==> src/rtl/uart_tx_buffered_pkg.sv <==
// Shared types and helpers for the buffered UART transmitter.
// The FSM encoding and the parity rule live here so the top and any future RX side agree.
package uart_pkg;

  localparam int DEFAULT_CLKS_PER_BIT = 434;  // 50 MHz / 115200

  typedef enum logic [1:0] {
    PAR_NONE = 2'b00,
    PAR_EVEN = 2'b01,
    PAR_ODD  = 2'b10
  } parity_e;

  typedef enum logic [2:0] {
    ST_IDLE,
    ST_START,
    ST_DATA,
    ST_PARITY,
    ST_STOP
  } tx_state_e;

  // Mode 2'b11 is not a legal encoding and falls back to no parity.
  function automatic logic parity_enabled(input logic [1:0] mode);
    return (mode == PAR_EVEN) || (mode == PAR_ODD);
  endfunction

  function automatic logic parity_bit(input logic [1:0] mode, input logic xr);
    return (mode == PAR_ODD) ? ~xr : xr;
  endfunction

endpackage

==> src/rtl/uart_tx_buffered_sync_fifo.sv <==
// Show-ahead synchronous FIFO: rdata is valid whenever empty is low.
// Simultaneous push and pop are both honoured and leave the level unchanged.
module sync_fifo #(
  parameter int WIDTH = 8,
  parameter int DEPTH = 4
) (
  input  logic                       clk,
  input  logic                       reset,
  input  logic                       push,
  input  logic [WIDTH-1:0]           wdata,
  input  logic                       pop,
  output logic [WIDTH-1:0]           rdata,
  output logic                       full,
  output logic                       empty,
  output logic [$clog2(DEPTH+1)-1:0] level
);

  localparam int AW = $clog2(DEPTH);
  localparam int LW = $clog2(DEPTH+1);

  logic [WIDTH-1:0] r_mem [DEPTH];
  logic [AW-1:0]    r_wr_ptr;
  logic [AW-1:0]    r_rd_ptr;
  logic [LW-1:0]    r_count;
  logic             w_push;
  logic             w_pop;

  assign full   = (r_count == LW'(DEPTH));
  assign empty  = (r_count == '0);
  assign level  = r_count;
  assign rdata  = r_mem[r_rd_ptr];
  assign w_push = push && !full;
  assign w_pop  = pop && !empty;

  // Storage is not reset; only the pointers and count define contents.
  always_ff @(posedge clk) begin
    if (w_push) r_mem[r_wr_ptr] <= wdata;
  end

  // DEPTH is a power of two, so pointer overflow is the modulo wrap.
  always_ff @(posedge clk) begin
    if (reset) begin
      r_wr_ptr <= '0;
      r_rd_ptr <= '0;
      r_count  <= '0;
    end else begin
      if (w_push) r_wr_ptr <= r_wr_ptr + 1'b1;
      if (w_pop)  r_rd_ptr <= r_rd_ptr + 1'b1;
      case ({w_push, w_pop})
        2'b10:   r_count <= r_count + 1'b1;
        2'b01:   r_count <= r_count - 1'b1;
        default: r_count <= r_count;
      endcase
    end
  end

endmodule

==> src/rtl/uart_tx_buffered.sv <==
// UART transmitter fed by a small FIFO; frames go out back-to-back while words are queued.
// Parity mode and stop-bit count are captured per frame when the word is popped.
module uart_tx_buffered
  import uart_pkg::*;
#(
  parameter int CLKS_PER_BIT = DEFAULT_CLKS_PER_BIT,
  parameter int BITS_N       = 8,
  parameter int FIFO_DEPTH   = 4
) (
  input  logic                            clk,
  input  logic                            reset,
  input  logic [BITS_N-1:0]               data_tx,
  input  logic                            valid,
  output logic                            tx_ready,
  input  logic [1:0]                      parity_mode,
  input  logic                            stop2,
  output logic                            uart_tx,
  output logic                            busy,
  output logic [$clog2(FIFO_DEPTH+1)-1:0] fifo_level
);

  localparam int CW = $clog2(CLKS_PER_BIT);
  localparam int BW = $clog2(BITS_N);
  localparam int LW = $clog2(FIFO_DEPTH+1);
  localparam logic [CW-1:0] LAST_CNT = CW'(CLKS_PER_BIT - 1);
  localparam logic [BW-1:0] LAST_BIT = BW'(BITS_N - 1);

  tx_state_e         r_state;
  logic [CW-1:0]     r_cnt;
  logic [BW-1:0]     r_bit;
  logic [BITS_N-1:0] r_shift;
  logic              r_par_en;
  logic              r_par_bit;
  logic              r_stop2;
  logic              r_tx;

  logic [BITS_N-1:0] w_fifo_data;
  logic              w_full;
  logic              w_empty;
  logic [LW-1:0]     w_level;
  logic              w_push;
  logic              w_pop;
  logic              w_last_cnt;
  logic              w_final_stop;

  assign tx_ready     = !w_full;
  assign w_push       = valid && !w_full && !reset;
  assign w_last_cnt   = (r_cnt == LAST_CNT);
  // r_bit doubles as the stop-bit index: 0 = first stop, 1 = second stop.
  assign w_final_stop = (r_state == ST_STOP) && w_last_cnt && (!r_stop2 || r_bit[0]);
  assign w_pop        = !w_empty && !reset && ((r_state == ST_IDLE) || w_final_stop);

  assign uart_tx    = r_tx;
  assign fifo_level = w_level;
  assign busy       = (r_state != ST_IDLE) || (w_level != '0);

  sync_fifo #(
    .WIDTH (BITS_N),
    .DEPTH (FIFO_DEPTH)
  ) u_fifo (
    .clk   (clk),
    .reset (reset),
    .push  (w_push),
    .wdata (data_tx),
    .pop   (w_pop),
    .rdata (w_fifo_data),
    .full  (w_full),
    .empty (w_empty),
    .level (w_level)
  );

  always_ff @(posedge clk) begin
    if (reset) begin
      r_state   <= ST_IDLE;
      r_cnt     <= '0;
      r_bit     <= '0;
      r_shift   <= '0;
      r_par_en  <= 1'b0;
      r_par_bit <= 1'b0;
      r_stop2   <= 1'b0;
      r_tx      <= 1'b1;
    end else begin
      if (w_pop) begin
        r_shift   <= w_fifo_data;
        r_par_en  <= parity_enabled(parity_mode);
        r_par_bit <= parity_bit(parity_mode, ^w_fifo_data);
        r_stop2   <= stop2;
      end
      case (r_state)
        ST_IDLE: begin
          r_cnt <= '0;
          r_bit <= '0;
          if (w_pop) begin
            r_state <= ST_START;
            r_tx    <= 1'b0;
          end else begin
            r_tx <= 1'b1;
          end
        end
        ST_START: begin
          if (w_last_cnt) begin
            r_cnt   <= '0;
            r_bit   <= '0;
            r_state <= ST_DATA;
            r_tx    <= r_shift[0];
          end else begin
            r_cnt <= r_cnt + 1'b1;
          end
        end
        ST_DATA: begin
          if (w_last_cnt) begin
            r_cnt <= '0;
            if (r_bit == LAST_BIT) begin
              r_bit <= '0;
              if (r_par_en) begin
                r_state <= ST_PARITY;
                r_tx    <= r_par_bit;
              end else begin
                r_state <= ST_STOP;
                r_tx    <= 1'b1;
              end
            end else begin
              // LSB first: the next bit is always shift[1] before the shift lands.
              r_bit   <= r_bit + 1'b1;
              r_shift <= r_shift >> 1;
              r_tx    <= r_shift[1];
            end
          end else begin
            r_cnt <= r_cnt + 1'b1;
          end
        end
        ST_PARITY: begin
          if (w_last_cnt) begin
            r_cnt   <= '0;
            r_bit   <= '0;
            r_state <= ST_STOP;
            r_tx    <= 1'b1;
          end else begin
            r_cnt <= r_cnt + 1'b1;
          end
        end
        ST_STOP: begin
          if (w_last_cnt) begin
            r_cnt <= '0;
            if (w_final_stop) begin
              r_bit <= '0;
              if (w_pop) begin
                r_state <= ST_START;
                r_tx    <= 1'b0;
              end else begin
                r_state <= ST_IDLE;
                r_tx    <= 1'b1;
              end
            end else begin
              r_bit <= r_bit + 1'b1;
            end
          end else begin
            r_cnt <= r_cnt + 1'b1;
          end
        end
        default: begin
          r_state <= ST_IDLE;
          r_cnt   <= '0;
          r_bit   <= '0;
          r_tx    <= 1'b1;
        end
      endcase
    end
  end

endmodule

==> config.mk <==
export PLATFORM = sky130hd
export DESIGN_NAME = uart_tx_buffered
export DESIGN_NICKNAME = d
export VERILOG_FILES = /design/src/rtl/uart_tx_buffered_pkg.sv /design/src/rtl/uart_tx_buffered_sync_fifo.sv /design/src/rtl/uart_tx_buffered.sv
export SDC_FILE = /design/constraint.sdc
export NUM_CORES = 1
export LEC_CHECK = 0
export BUFFER_PORTS_ARGS = -buffer_cell sky130_fd_sc_hd__buf_4
export CORE_MARGIN = 2
export CORE_UTILIZATION = 60
export DETAILED_ROUTE_END_ITERATION = 8
export MAX_ROUTING_LAYER = met4
export PLACE_DENSITY = 0.8
export SLEW_MARGIN = 20
export SYNTH_ARGS = -nofsm -noshare
export SYNTH_HDL_FRONTEND = slang
export SYNTH_HIERARCHICAL = 1
export SYNTH_SLANG_ARGS = --single-unit
export TNS_END_PERCENT = 20
==> constraint.sdc <==
create_clock -name clk -period 3.4 [get_ports clk]
set_input_delay 0.68 -clock clk [delete_from_list [all_inputs] [get_ports clk]]
set_output_delay 0.68 -clock clk [all_outputs]
set_load 0.005 [all_outputs]
After elaboration in Yosys (flattened, before gate mapping)

Memories as Yosys holds them, arrays and structs flattened. A register that Yosys moved wholly into a read port is not among the register bits.
Index checks and enable logic that the tools add are counted.

Register bits after elaboration: 34
RAM bits: 32
Output and inout bits: 6
Input port bits: 14
Logic and storage cells: 102
Memories kept: 1

Memories:

| memory       | words | width | rd ports | clocked after Yosys merged registers in | write ports | RTL line                         | text |
|---|---|---|---|---|---|---|---|
| u_fifo.r_mem | 4     | 8     | 1        | 1                                       | 1           | uart_tx_buffered_sync_fifo.sv:21 | `logic [WIDTH-1:0] r_mem [DEPTH];` |

Bitwise logic cells: 2
Mux-type cells: 35
Reductions and logical operators: 28
Equal/unequal tests: 19
Add/sub/neg operators: 6

Operators by type and width:

| kind                                                | number |
|---|---|
| two-way mux 3 bit                                   | 13 |
| two-way mux 8 bit                                   | 4 |
| one-hot mux 3 bit (5 select lines)                  | 1 |
| two-way mux 1 bit                                   | 12 |
| inequality test 2 bit, second input constant        | 6 |
| adder 9 x 1 -> 9 bit, second input constant         | 1 |
| equality test 3 bit, second input constant          | 3 |
| equality test 9 bit, second input constant          | 1 |
| one-hot mux 3 bit (3 select lines)                  | 1 |
| logical AND 1 bit                                   | 8 |
| parity 8 bit                                        | 1 |
| AND reduction 7 bit                                 | 1 |
| adder 3 x 1 -> 3 bit, second input constant         | 2 |
| equality test 3 x 2 -> 1 bit, second input constant | 2 |
| logical NOT 3 bit                                   | 2 |
| one-hot mux 3 bit (2 select lines)                  | 1 |
| nonzero test 3 bit                                  | 2 |
| one-hot mux 1 bit (5 select lines)                  | 1 |
| AND reduction 5 bit                                 | 1 |
| adder 2 x 1 -> 2 bit, second input constant         | 2 |
| equality test 2 x 1 -> 1 bit, second input constant | 2 |
| equality test 2 bit, second input constant          | 2 |
| logical NOT 1 bit                                   | 4 |
| logical OR 1 bit                                    | 4 |
| 10 further kinds                                    | 13 |

Depth between registers and ports, before layout

Depth in word-level cells: 9
Gate-level depth with buffers: 15
Gate-level depth less buffers: 14

By module

Netlist, hierarchy kept.

Modules (own cells, without submodules):

| module           | cells each | times used | sequential area each (µm²) | area an instance (µm²) |
|---|---|---|---|---|
| sync_fifo        | 96         | 1          | 1141.1                     | 1635.3 |
| uart_tx_buffered | 176        | 1          | 540.5                      | 1502.7 |

Worst setup path before layout

Ideal clock, no wire load.

Kind: input to register
Start: input reset
End: register u_fifo.r_count[2] (netlist: u_fifo/level[2])
Stages on the path: 14
Required time: 3.330 ns
Slack: 0.554 ns
Buffers on the path: 2
Setup time: 0.070 ns
Data arrival time: 2.776 ns
Cells stage by stage: buf_2 > nor4_4 > and2b_1 > a31oi_2 > clkinv_2 > buf_8 > o31ai_2 > inv_1 > ha_1 > inv_1 > fa_1 > xor2_1 > or3_1 > a21oi_1

Cells in the longest elaborated chain, start to end: 6
Elaborated cells on any way between the ends: 10
Those cells by class: 2 x eq/ne; 1 x mux; 7 x reduce/logical

Ends and longest elaborated chain:

| element                                                                         | RTL line                         | text |
|---|---|---|
| from (decl)                                                                     | uart_tx_buffered.sv:11           | `input logic reset,` |
| logical NOT 1 bit (*)                                                           | uart_tx_buffered.sv:51           | `assign w_pop = !w_empty && !reset && ((r_state == ST_IDLE) \|\| w_final_stop);` |
| logical AND 1 bit (*) (2 in series)                                             | uart_tx_buffered.sv:51           |  |
| via w_pop                                                                       | uart_tx_buffered.sv:42           | `logic w_pop;` |
| logical AND 1 bit (*)                                                           | uart_tx_buffered_sync_fifo.sv:33 | `assign w_pop = pop && !empty;` |
| via u_fifo.w_pop                                                                | uart_tx_buffered_sync_fifo.sv:26 | `logic w_pop;` |
| equality test 2 x 1 -> 1 bit / equality test 2 bit (equally long branches)      | uart_tx_buffered_sync_fifo.sv:49 | `case ({w_push, w_pop})` |
| one-hot mux 3 bit (2 select lines) / nonzero test 2 bit (equally long branches) | n/a                              |  |
| to (signal assigned)                                                            | uart_tx_buffered_sync_fifo.sv:50 | `2'b10: r_count <= r_count + 1'b1;` |
| to (signal assigned)                                                            | uart_tx_buffered_sync_fifo.sv:51 | `2'b01: r_count <= r_count - 1'b1;` |
| to (signal assigned)                                                            | uart_tx_buffered_sync_fifo.sv:52 | `default: r_count <= r_count;` |
| to (decl)                                                                       | uart_tx_buffered_sync_fifo.sv:24 | `logic [LW-1:0] r_count;` |

The timed path passes the listed nets; every way through them passes the cells marked *.
A chain may end at the register's enable or synchronous reset.

Worst setup path in the final report

Start: register u_fifo.r_count[0] (netlist: u_fifo/level[0])
End: register u_fifo.r_count[2] (netlist: u_fifo/level[2])

Cells in the longest elaborated chain, start to end: 7
Elaborated cells on any way between the ends: 16
Those cells by class: 2 x add/sub; 3 x eq/ne; 1 x mux; 10 x reduce/logical

Ends and longest elaborated chain:

| element                                                                         | RTL line                                                 | text |
|---|---|---|
| logical NOT 3 bit (*)                                                           | uart_tx_buffered_sync_fifo.sv:29                         | `assign empty = (r_count == '0);` |
| via w_empty                                                                     | uart_tx_buffered.sv:39                                   | `logic w_empty;` |
| logical NOT 1 bit (*)                                                           | uart_tx_buffered_sync_fifo.sv:33, uart_tx_buffered.sv:51 |  |
| logical AND 1 bit (2 in series)                                                 | uart_tx_buffered.sv:51                                   |  |
| logical AND 1 bit (*)                                                           | uart_tx_buffered_sync_fifo.sv:33                         |  |
| via u_fifo.w_pop                                                                | uart_tx_buffered_sync_fifo.sv:26                         |  |
| equality test 2 x 1 -> 1 bit / equality test 2 bit (equally long branches)      | uart_tx_buffered_sync_fifo.sv:49                         |  |
| one-hot mux 3 bit (2 select lines) / nonzero test 2 bit (equally long branches) | n/a                                                      |  |

Marked as above.

==> flow_summary.yaml <==
global_routing:
  grt_pass1_wl_um: 8800
  first_global_vias: 1893
  grtUsageTotal_pct: 19.8
  grt_max_degree: 27
  antenna_found_initial: 0
  grt-ovfl-total: 0
power:
  irDropWorstVdd_uv: 291
  power_per_cell_area_mw_per_mm2: 503
  intPower_mw: 1.32
  p_seq_share_pct: 51.8
  switching_power_mw: 0.446
  p_clk_share_pct: 37.7
  pwr-share-comb_pct: 10.5
  leakagePower_nw: 1.24
  sw_frac_of_total_pct: 25.3
sta:
  min_period_ns: 2.72
  finalClockSkew_ns: 0.00359
  relSlewSlack_pct: 61.8
  slew_viol_final: 0
  rsz0062_at_grt: "false"
  tns_ns: 0
  hold_violations: 0
  setup_viol: 0
  fmax_ghz: 0.368
  worst_pin_slew_ns: 0.572
  min_period_over_period_pct: 79.9
clock_network:
  cts.reportedPaths.clkPinSlew_ns: 0.08
  clockRootBuffer: "clkbuf_8"
  insertion_delay_ns: 0.34
  ctsResizeCount: 0
  post_cts_buffers: 0
  hold_buffers: 0
  cts_made_buffers: 9
  htreeDepth: 3
  cts_sinks: 68
  cts_tree: "yes"
  clk_path_buf_depth: 2
logic_synthesis:
  synth_flop_cell: "dfxtp_1"
  syn_inst: 272
  synthTopCellsByCount: "36 x dfxtp_1, 32 x edfxtp_1, 27 x nor2_1, 24 x nand2_1, 15 x inv_1"
  synth_area_mm2: 0.00314
  yosysTopAreaCell: "edfxtp_1"
  ys_top_cells_by_area: "edfxtp_1 31%, dfxtp_1 23%, mux4_2 5.7%, ha_1 4.0%, nor2_1 3.2%"
  synth.most_common_cell: "dfxtp_1"
  synthArstFlopShare_pct: 0
  post_synth.cell_area_avg_um2: 11.5
  syn_nets: 297
  synth_edf_count: 32
  yosysWarnings: 6
  synth_top_area_share_pct: 30.6
  yosysSeqAreaShare_pct: 53.6
  synth-seq-cells: 68
  synth_cell_type_count: 52
final_layout:
  fillers: 388
  multi_input_area_mm2: 0.00132
  layout.nets: 317
  drive_gt1_share_pct: 21.2
  final_util_pct: 69.1
  regArea_mm2: 0.00168
  areaGrowthSynthToFinish_pct: 11.7
  diodes: 0
  postLayoutCellArea_mm2: 0.00351
die:
  coreArea_mm2: 0.00507
  ioPinCount: 20
  floorplan.initialDensity_pct: 61.8
  die_h_um: 76.3
  die_x_um: 76.3
  fp.dieArea_mm2: 0.00582
  num_rows: 26
detailed_routing:
  wire_per_inst_um: 14.3
  first_iter_violations: 82
  dr.pass1.iters: 4
  met2WireLength_um: 2520
  viasPerCell: 5.51
  wl_met3_um: 221
  drc: 0
  ant_nets: 0
  drt_wl_total_um: 5240
  wl_met1_um: 2400
  vias: 2022
  topRoutingLayerUsed: "met4"
setup_path:
  r2r.worst_path.cells: 13
  r2r_start: "u_fifo/level[0]$_SDFFE_PP0P_"
  crit_type: "flip-flop to flip-flop"
  startpoint: "u_fifo/level[0]$_SDFFE_PP0P_"
  reg2reg_to: "u_fifo/level[2]$_SDFFE_PP0P_"
  r2r_slack_ns: 0.68
  crit_path_end_kind: "flip-flop"
  start_kind: "flip-flop"
  required_ns: 3.67
  crit_end: "u_fifo/level[2]$_SDFFE_PP0P_"
  cp_max_fo: 7
  critPathArrivalTime_ns: 2.98
place:
  place.gp.congestion: 0.811
  place_hpwl_um: 3550
  numPortBuffers: 19
  dpl_cell_area_mm2: 0.00331
run_status:
  outcome: "finished clean"
job:
  max-cap-violations: 0
worst_hold_path:
  hold_class: "flip-flop to flip-flop"
## routing by layer
layer,track usage (%),up-vias
met5,-,-
met4,9.64,0
met3,3.79,10
met2,30.4,46
met1,25.6,963
li1,-,1003
## cell families after synthesis
group,count (synthesis),share of synthesized area [%]
AOI/OAI and AO/OA,39,9.77
DFF,68,53.6
adders and majority gates,11,4.63
buffers and inverters,28,4.39
and+or+nand+nor,98,16.2
xor gates and xnor gates,18,5.02
muxes,10,6.38
## state kept, by name (all words and copies together) (netlist names), 2 cells and up, named ones only
register / flops
u_fifo/r_wr_ptr: 2
u_fifo/r_rd_ptr: 2
u_fifo/level: 3
u_fifo/r_mem: 32
r_bit: 3
r_cnt: 9
r_shift: 8
r_state: 3
## worst max-delay path, cell delays in order, from the launching register on
cell	delay, ns
dfxtp_1	0.51
nor3_2	0.13
nor4_4	0.28
and2b_1	0.21
a31oi_2	0.06
clkinv_2	0.08
o31ai_2	0.07
inv_1	0.08
ha_1	0.17
inv_1	0.06
fa_1	0.37
xor2_1	0.15
or3_1	0.30
a21oi_1	0.16
## power by group through the flow
stage | clock network (mW) | registers, mW | logic (mW)
2_1_floorplan | 0 | 0.920 | 0.144
3_3_place_gp | 0 | 0.930 | 0.180
3_5_place_dp | 0 | 0.931 | 0.185
4_1_cts | 0.677 | 0.912 | 0.186
5_1_grt | 0.704 | 0.917 | 0.206
6_report | 0.665 | 0.913 | 0.185
## per-stage QoR
| stage | setup WS, ns | hold slack [ns] | instances | power, mW |
|---|---|---|---|---|
| floorplan | 0.554 | 0.430 | 272 | 1.06 |
| global placement | 0.591 | 0.445 | 351 | 1.11 |
| detailed placement | 0.496 | 0.457 | 351 | 1.12 |
| CTS | 0.701 | 0.465 | 367 | 1.78 |
| global route | 0.454 | 0.486 | 367 | 1.83 |
| finish | 0.684 | 0.460 | 367 | 1.76 |
## layout make-up
class / count / share of cell area (%)
clock buffers: 9 / 3.53
clock inverters: 7 / 2.14
inverters: 16 / 1.75
multi-input cells: 176 / 37.6
flip-flops and latches: 68 / 48.0
well taps: 70 / 2.50
repair buffers: 21 / 4.50
## cells in the final DEF (no fill, tap or decap), types with 5 or more instances in the layout
cell type / instances
dfxtp_1: 36
edfxtp_1: 32
nor2_1: 27
nand2_1: 24
buf_4: 21
inv_1: 15
xnor2_1: 11
a21oi_1: 11
ha_1: 10
clkbuf_8: 9
nand3_1: 8
o21ai_0: 8
mux4_2: 8
xor2_1: 7
or3_1: 6
nand2b_1: 5
nand2_2: 5
a311oi_2: 5
## worst min-delay path by stage
stage	end	startpoint	cells after the start	slack [ns]
after floorplan	r_cnt[0]$_SDFF_PP0_	r_cnt[0]$_SDFF_PP0_	1	0.43
after global placement	r_cnt[0]$_SDFF_PP0_	r_cnt[0]$_SDFF_PP0_	1	0.45
after detailed placement	r_par_bit$_SDFFE_PP0N_	r_par_bit$_SDFFE_PP0N_	2	0.46
after CTS	r_bit[1]$_SDFFE_PP0P_	r_bit[1]$_SDFFE_PP0P_	2	0.46
after global routing	r_bit[1]$_SDFFE_PP0P_	r_bit[1]$_SDFFE_PP0P_	2	0.49
final	r_bit[1]$_SDFFE_PP0P_	r_bit[1]$_SDFFE_PP0P_	2	0.46
Power figures use the tool's default switching activity.
